==> src/rtl/clock_mode_ctrl.sv <==
// Run/adjust sequencer for the seconds/minutes/hours modulo counters: builds the
// 1 Hz carry chain in RUN and button-driven single steps of one field in adjust modes.
module clock_mode_ctrl #(
    parameter int SEC_N = 60,
    parameter int MIN_N = 60,
    parameter int HR_N  = 24,
    parameter int SEC_W = 6,
    parameter int MIN_W = 6,
    parameter int HR_W  = 5
) (
    input  logic             clk,
    input  logic             reset,
    input  logic             tick_1hz,
    input  logic             btn_center,
    input  logic             btn_left,
    input  logic             btn_right,
    input  logic             btn_up,
    input  logic             btn_down,
    input  logic [SEC_W-1:0] sec_count,
    input  logic [MIN_W-1:0] min_count,
    input  logic [HR_W-1:0]  hr_count,
    output logic             sec_en,
    output logic             min_en,
    output logic             hr_en,
    output logic             updown,
    output logic [1:0]       mode,
    output logic             blink
);

    typedef enum logic [1:0] {
        RUN     = 2'b00,
        ADJ_MIN = 2'b01,
        ADJ_HR  = 2'b10
    } state_t;

    localparam logic [SEC_W-1:0] SEC_MAX = SEC_W'(SEC_N - 1);
    localparam logic [MIN_W-1:0] MIN_MAX = MIN_W'(MIN_N - 1);
    localparam logic [HR_W-1:0]  HR_MAX  = HR_W'(HR_N - 1);

    state_t state_q, state_d;
    logic   sec_en_q, sec_en_d;
    logic   min_en_q, min_en_d;
    logic   hr_en_q, hr_en_d;
    logic   updown_q, updown_d;
    logic   blink_q, blink_d;

    logic step_up, step_dn;
    logic sec_at_max, min_at_max;
    logic min_dn_ok, hr_dn_ok;

    assign step_up    = btn_up & ~btn_down;
    assign step_dn    = btn_down & ~btn_up;
    assign sec_at_max = (sec_count == SEC_MAX);
    assign min_at_max = (min_count == MIN_MAX);
    // Down-steps at 0 or N-1 are withheld so the counters never see them.
    assign min_dn_ok  = (min_count != '0) && (min_count != MIN_MAX);
    assign hr_dn_ok   = (hr_count != '0) && (hr_count != HR_MAX);

    always_comb begin
        state_d  = state_q;
        sec_en_d = 1'b0;
        min_en_d = 1'b0;
        hr_en_d  = 1'b0;
        updown_d = updown_q;
        case (state_q)
            RUN: begin
                if (btn_center) state_d = ADJ_MIN;
                if (tick_1hz) begin
                    sec_en_d = 1'b1;
                    updown_d = 1'b1;
                    min_en_d = sec_at_max;
                    hr_en_d  = sec_at_max && min_at_max;
                end
            end
            ADJ_MIN: begin
                if (btn_center) begin
                    state_d = RUN;
                end else begin
                    if (btn_left) state_d = ADJ_HR;
                    if (step_up) begin
                        min_en_d = 1'b1;
                        updown_d = 1'b1;
                    end else if (step_dn && min_dn_ok) begin
                        min_en_d = 1'b1;
                        updown_d = 1'b0;
                    end
                end
            end
            ADJ_HR: begin
                if (btn_center) begin
                    state_d = RUN;
                end else begin
                    if (btn_right) state_d = ADJ_MIN;
                    if (step_up) begin
                        hr_en_d  = 1'b1;
                        updown_d = 1'b1;
                    end else if (step_dn && hr_dn_ok) begin
                        hr_en_d  = 1'b1;
                        updown_d = 1'b0;
                    end
                end
            end
            default: state_d = RUN;
        endcase

        // Blink restarts lit whenever a field is newly selected.
        if (state_d == RUN) begin
            blink_d = 1'b0;
        end else if (state_d != state_q) begin
            blink_d = 1'b1;
        end else if (tick_1hz) begin
            blink_d = ~blink_q;
        end else begin
            blink_d = blink_q;
        end
    end

    always_ff @(posedge clk) begin
        if (reset) begin
            state_q  <= RUN;
            sec_en_q <= 1'b0;
            min_en_q <= 1'b0;
            hr_en_q  <= 1'b0;
            updown_q <= 1'b1;
            blink_q  <= 1'b0;
        end else begin
            state_q  <= state_d;
            sec_en_q <= sec_en_d;
            min_en_q <= min_en_d;
            hr_en_q  <= hr_en_d;
            updown_q <= updown_d;
            blink_q  <= blink_d;
        end
    end

    assign sec_en = sec_en_q;
    assign min_en = min_en_q;
    assign hr_en  = hr_en_q;
    assign updown = updown_q;
    assign mode   = state_q;
    assign blink  = blink_q;

endmodule
==> config.mk <==
export PLATFORM = sky130hd
export DESIGN_NAME = clock_mode_ctrl
export DESIGN_NICKNAME = d
export VERILOG_FILES = /design/src/rtl/clock_mode_ctrl.sv
export SDC_FILE = /design/constraint.sdc
export NUM_CORES = 1
export LEC_CHECK = 0
export CAP_MARGIN = 20
export CORE_MARGIN = 2
export CORE_UTILIZATION = 39
export CTS_CLUSTER_DIAMETER = 80
export CTS_CLUSTER_SIZE = 28
export DETAILED_ROUTE_END_ITERATION = 12
export GPL_TIMING_DRIVEN = 0
export PLACE_DENSITY = 0.9
export RECOVER_POWER = 25
export SYNTH_ARGS = -nofsm -noshare
export SYNTH_HDL_FRONTEND = slang
export SYNTH_SLANG_ARGS = --single-unit
==> constraint.sdc <==
create_clock -name clk -period 2.9 [get_ports clk]
set_input_delay 0.29 -clock clk [delete_from_list [all_inputs] [get_ports clk]]
set_output_delay 0.29 -clock clk [all_outputs]
set_load 0.02 [all_outputs]
== Word-level counts from Yosys, hierarchy flattened ==
Cells that the tools add are included.
Widths: inputs -> output; s select.
Word-level totals
  flip-flop bits (word level): 7
  input port bits: 25
  output and inout port bits: 7
  logic and storage cells: 65
Cells by class
  eq/ne operators: 12
  mux-type cells: 27
  bitwise operators: 6
  reductions and logical operators: 14
Operator list (count)
  $mux 1: 18
  $eq 6x6->1 const B: 2
  $mux 2: 5
  $ne 2x2->1 const B: 3
  $ne 3x3->1 const B: 2
  $ne 6x6->1 const B: 1
  $pmux 2 s3: 1
  $reduce_and 6->1: 1
  $reduce_bool 6->1: 1
  $logic_and 1x1->1: 5
  $ne 5x5->1 const B: 1
  $reduce_bool 5->1: 1
  $logic_not 2->1: 2
  $not 1->1: 4
  $pmux 1 s2: 2
  $reduce_or 2->1: 2
  $pmux 1 s3: 1
  $reduce_bool 3->1: 1
  $and 1x1->1: 2
  $eq 2x1->1 const B: 1
  $eq 2x2->1 const B: 1
  $ne 2x2->1: 1
  $reduce_bool 2->1: 1

== Depth between registers and ports, before layout ==
  depth in word-level cells: 7
  gate-level depth with buffers: 8
  depth with buffers taken out: 7

== Least setup slack after synthesis ==
OpenSTA, ideal clock, no wires.
  path kind: reg2reg
  start point: register state_q[1], in the netlist mode[1]
  end point: register blink_q, in the netlist blink
  setup time: 0.129 ns
  arrival time: 1.556 ns
  required time: 2.771 ns
  setup slack: 1.215 ns
  cell stages (with the launch flop): 9
  path buffers: 1
  clock period less this slack: 1.685 ns
  cell sequence: dfxtp_1 -> inv_1 -> ha_1 -> buf_4 -> nand2_1 -> o22ai_1 -> and3_1 -> o21ai_0 -> a221oi_1
On the way
  word-level cells in the longest chain between the ends: 5
  elaborated cells between the ends (all ways): 14
  those cells by class: 3 x eq/ne; 7 x mux; 4 x reduce/logical
Ends and longest elaborated chain
  from (decl): RTL line 40  | state_t state_q, state_d;
  from (signal assigned): RTL line 127  | state_q <= state_d;
  $mux 2 (on tied branches): RTL line 93, 79
  $mux 2 (on tied branches): RTL line 90, 76
  $pmux 2 s3: RTL line 65  | case (state_q)
  $ne 2x2->1 / $logic_not 2->1 (equally long branches): RTL line 109, 107
  $mux 1, or another cell as far along: RTL line 109  | end else if (state_d != state_q) begin
  to (signal assigned): RTL line 132  | blink_q <= blink_d;
  to (decl): RTL line 45  | logic blink_q, blink_d;
Several ways; a longest one is shown, not always the timed one.
A chain may end at the register's enable or synchronous reset.

== Worst setup path in the final report ==
Ends and elaborated chain as after synthesis.

==> impl_metrics.yaml <==
outcome:
  status: "completed"
synthesis:
  synth-async-reset-ratio_pct: 0
  synth_area_per_cell_sq_um: 7.93
  synth_ff_type: "dfxtp_1"
  synth_top_area_share_pct: 24.9
  netlist.top_cell.by_area: "dfxtp_1"
  synth_enable_flop_cells: 0
  netlist_area_sq_um: 563
  seq_cells_post_synth: 7
  fraction_of_the_yosys_area_taken_by_sequential_cells_pct: 24.9
  synth_top_cells_by_area: "dfxtp_1 (25%), ha_1 (8.9%), nor2_1 (6.0%)"
  net_count_of_the_mapped_netlist: 100
  yosysUniqueCellTypes: 34
  yosysWarnings: 0
  synthCells: 71
floorplan:
  num_rows: 13
  die_area_sq_mm: 0.00176
  starting_density_of_the_core_pct: 42.7
  die_w_microns: 42.0
  ioPinCount: 32
  die_h_microns: 42.0
  core_sq_mm: 0.00132
global_routing:
  antenna_found_initial: 0
  grt_pass1_vias: 644
  grt_util_all_layers_pct: 18.9
  globalRouteOverflowTotal: 0
  grt_pass1_wl_microns: 2580
  largest_net_degree_at_the_start_of_global_routing: 10
placement:
  gpl.final_weighted_congestion: 0.770
  dpl.hpwl_microns: 1230
  place.port_buffers: 30
finish:
  final.fill_count: 118
  antennaDiodeCount: 0
  finalNetCount: 135
  finish.utilization_pct: 68.9
  final_layout_size_suffix_gt1_share_pct: 11.4
  mostFrequentLayoutCells: "clkdlybuf4s50_1 (28), nor2_1 (9), dfxtp_1 (7)"
  layout_commonest_cell: "clkdlybuf4s50_1"
  area_growth_pct: 61.3
setup_path:
  critical_path.slowest_cell: "dfxtp_1"
  worstPathArrival_ns: 1.96
  timing.critical_path.from_type: "register"
  timing.critical_path.mode_cell: "a21oi_1"
  critical_path.max_fanout: 9
  timing.critical_path.required_ns: 3.06
  setup.worst_path.end_class: "register"
  timing_worst_setup_path_type: "reg2reg"
  worst_path_dominant_cell_family: "compound AO/OA/AOI/OAI gates"
  cp_num_buf_inv: 2
  critical_path.max_stage_delay_ns: 0.38
  path_cells: "inv_1 -> ha_1 -> buf_4 -> nor2b_1 -> o21ai_0 -> a21oi_1 -> a21oi_1 -> a221oi_1"
clock_tree:
  cts_buffers: 3
  postCtsSetupRepairBufs: 0
  cts_max_path_buffers: 2
  post_cts.resized_instances: 0
  clock-sinks: 7
  tritoncts: "yes"
  cts_root_buffer: "clkbuf_4"
  worst_skew_pair_latency_ns: 0.25
  clock_pin_slew_of_the_registers_on_the_worst_case_setup_and_hold_paths_ns: 0.05
  cts.htree.levels: 1
  post_cts_hold_buffer_count: 0
sta:
  report.final.setup_viol: 0
  achievable-frequency_mhz: 555
  period_share_pct: 62.1
  worstMarginPinSlew_ns: 0.351
  rsz0062_at_grt: "false"
  report.final.hold_viol_count: 0
  finalCriticalPeriod_ns: 1.80
  totalNegativeSetupSlack_ns: 0
  worst_clock_skew_ns: 0.00573
  max_slew_margin_pct: 76.5
  timing_max_transition_violations_final: 0
power:
  p_leak_uw: 0.000366
  max-vdd-ir-drop_mv: 0.362
  power.density_mw_per_mm2: 335
detailed_routing:
  ant_nets: 0
  drt-vias-per-instance: 5.57
  totalWireLength_microns: 1540
  drc_violations_left: 0
  via_count: 668
  routed_wire_length_per_instance_microns: 12.9
  drtIter0Drc: 5
  drt_pre_antenna_iters: 4
min_path:
  hold_class: "in2reg"
flow_run:
  maxCapViolations: 0
-- power by group --
| group | switching [uW] | leakage [uW] | internal (uW) |
|---|---|---|---|
| clock network | 35.3 | 0.0000150 | 52.5 |
| registers | 5.82 | 0.0000573 | 102 |
| logic | 47.8 | 0.000294 | 60.9 |
| total | 89.0 | 0.000366 | 216 |
-- layout make-up --
type	count	area, sq um	area share, %
sequential	7	140	15.4
tap	15	18.8	2.07
buffer	2	12.5	1.38
inverter	5	18.8	2.07
clock buffer	4	26.3	2.89
timing repair buffer	30	300	33.1
multi-input combinational	57	392	43.1
-- path summary, 6_finish.rpt --
path | cells past startpoint | slack [ns] | from | to
hold reg to reg | 2 | 0.54 | updown | updown
hold / removal | 2 | 0.32 | reset | mode[1]
setup reg to reg | 8 | 1.10 | mode[1] | blink
setup / recovery | 8 | 1.10 | mode[1] | blink
-- metal layers --
layer,global-route usage [%],wire [microns],vias up,part of all wire [%]
met5,0,0,-,0
met4,0,0,0,0
met3,7.76,118,0,7.6
met2,35.3,787,29,51
met1,21.2,637,309,41
li1,-,-,330,-
-- state kept, by name, summed over array words and instances, names as in the netlist --
register / cells
updown: 1
sec_en: 1
hr_en: 1
blink: 1
min_en: 1
mode: 2
-- worst reg2reg max path, stage by stage, from the launching register on --
cell,delay (ns)
dfxtp_1,0.38
inv_1,0.14
ha_1,0.17
buf_4,0.15
nor2b_1,0.14
o21ai_0,0.08
a21oi_1,0.26
a21oi_1,0.11
a221oi_1,0.29
-- per-stage QoR --
step | cells | worst slack (ns) | power (uW) | instance area (sq um) | hold slack [ns]
after floorplan | 71 | 1.22 | 162 | 563 | 0.435
after global placement | 116 | 0.995 | 214 | 882 | 0.512
after detailed placement | 116 | 0.961 | 217 | 882 | 0.526
after CTS | 120 | 1.10 | 306 | 908 | 0.310
after global routing | 120 | 0.927 | 323 | 908 | 0.321
final | 120 | 1.10 | 304 | 908 | 0.318
-- cells by family after synthesis --
| family | count (synthesis) | synth area share [%] |
|---|---|---|
| AO/OA/AOI/OAI | 22 | 27.6 |
| AND/OR/NAND/NOR | 29 | 29.8 |
| buffers and inverters | 7 | 5.56 |
| multiplexers | 1 | 1.78 |
| XOR/XNOR | 1 | 1.56 |
| flip-flops | 7 | 24.9 |
| adder cells (fa/ha/maj) | 4 | 8.89 |
-- cell usage after synthesis (2+ instances only) --
library cell / count
nand2_1: 5
ha_1: 4
nor3b_1: 2
a21oi_1: 5
dfxtp_1: 7
inv_1: 5
o31ai_1: 3
nor2b_1: 2
o21ai_0: 3
nand4_1: 2
or2b_2: 2
nor2_1: 9
No activity file was read; power rests on OpenSTA's default activity.
==> RTL change: new RTL, config.mk and constraints unchanged <==
The output `hr_en` loses its register stage (`hr_en_q` becomes a continuous assignment).
--- a/src/rtl/clock_mode_ctrl.sv
+++ b/src/rtl/clock_mode_ctrl.sv
@@ -120,18 +120,18 @@
             state_q  <= RUN;
             sec_en_q <= 1'b0;
             min_en_q <= 1'b0;
-            hr_en_q  <= 1'b0;
             updown_q <= 1'b1;
             blink_q  <= 1'b0;
         end else begin
             state_q  <= state_d;
             sec_en_q <= sec_en_d;
             min_en_q <= min_en_d;
-            hr_en_q  <= hr_en_d;
             updown_q <= updown_d;
             blink_q  <= blink_d;
         end
     end
+
+    assign hr_en_q = hr_en_d;
 
     assign sec_en = sec_en_q;
     assign min_en = min_en_q;
Check against the original RTL: not equivalent (a bounded check fails within 4 cycles, from zero or initial values and one cycle with reset high).
==> RTL change against the unedited design <==
- via count is 5.5% lower
- critical path depth is 1 lower
- sequential cell count is 1 lower
- setup slack worse by 0.62 ns
- area after synthesis is 9.6% lower
- final area is 5.2% lower
- wire length is 16% lower
- total power is 10% lower
==> RTL change: results (changes against the unedited design) <==
----------------------------------------------------
[Worst setup path]
  Reg2reg path depth ... 7 (-1)
  Crit path kind ... input port to output port
  Category of cells accounting for the largest share of critical-path delay ... buffers and inverters
  Arrival time reported for the critical path endpoint ... 2.14 ns (+0.18 ns)
  Critical path launch point ... hr_count[0]
  Flop-to-flop setup slack ... 1.03 ns (-0.07 ns)
  Longest individual stage delay on the worst path ... 0.53 ns (+0.15 ns)
  Crit path capture ... hr_en
  Endpoint of the worst register-to-register path ... updown

[Worst hold path]
  Startpoint of the most critical hold path ... updown

[Placement]
  DP Wirelength ... 1120 um (-8.5%)
  Post-place instance area ... 838 um2 (-5.0%)

[Cells and area]
  Multi-input gate area ... 374 um2 (-4.5%)
  Non-Clock Inverter Count ... 4 (-1)
  Non-clock buffering overhead ... 36.0% (+1.6 points)
  Relative area of clock buffers and inverters in the final design ... 2.62% (-0.28 points)
  Fraction of layout cells with a size suffix above 1 ... 3.96% (-7.5 points)
  Number of buffers outside the clock class in the layout ... 31 (-3.1%)
  Total of clock buffers placed in the layout ... 3 (-1)
  Fin util ... 68.7% (-0.21 points)

[Logic synthesis]
  Top area cells in the synthesized netlist ... sky130_fd_sc_hd__dfxtp_1 24%, sky130_fd_sc_hd__ha_1 9.8%, sky130_fd_sc_hd__nor2_1 8.1%
  Yosys cell types ... 30 (-12%)
  Leading post-synthesis cells by instance count ... 11 x sky130_fd_sc_hd__nor2_1, 7 x sky130_fd_sc_hd__nand2_1, 6 x sky130_fd_sc_hd__dfxtp_1

[Power]
  Portion of total power attributed to combinational logic ... 38.2% (+2.5 points)
  Cell leakage power ... 0.359 nW (-2.0%)
  Cell-internal power ... 0.000195 W (-9.6%)

[Global route]
  Met2 Resource Use GR ... 29.4% (-5.9 points)
  Met1 global-route usage ... 22.6% (+1.5 points)
  Number of global-route vias before repair ... 497 (-23%)
  Largest net degree at the start of global routing ... 8 (-2)

[Drt]
  Average routed wire per standard cell ... 11.2 um (-13%)
  Highest routed metal layer ... met4

[Status]
  Outcome ... finished clean

[Timing]
  Final Skew ... 0.00337 ns (-0.00236 ns)

----------------------------------------------------
==> RTL change: changes by cell type after synthesis, moves of 2 or more <==
cell / unedited run / this run
sky130_fd_sc_hd__a21oi_1: 5 / 3
sky130_fd_sc_hd__nand2_1: 5 / 7
sky130_fd_sc_hd__nand4_1: 2 / 0
sky130_fd_sc_hd__nor2_1: 9 / 11
sky130_fd_sc_hd__o21ai_0: 3 / 5
sky130_fd_sc_hd__o31ai_1: 3 / 1
sky130_fd_sc_hd__or2b_2: 2 / 0
==> RTL change: cell families (layout without fill, tap and decap cells) <==
logic type	Yosys count	count (layout)	share of synthesized area, %
compound gates	19	19	26.5
xor+xnor	1	1	1.72
fa+ha+maj	4	4	9.83
buf+inv	4	38	2.95
flops	6	6	23.6
mux	2	2	3.93
simple gates	31	31	31.5
==> RTL change: through the flow <==
step	hold WS, ns	worst slack [ns]	cells
after CTS	0.531	0.481	116
after floorplan	0.362	1.12	67
after global placement	0.495	0.494	113
final	0.526	0.474	116
after detailed placement	0.515	0.492	113
after global routing	0.541	0.256	116
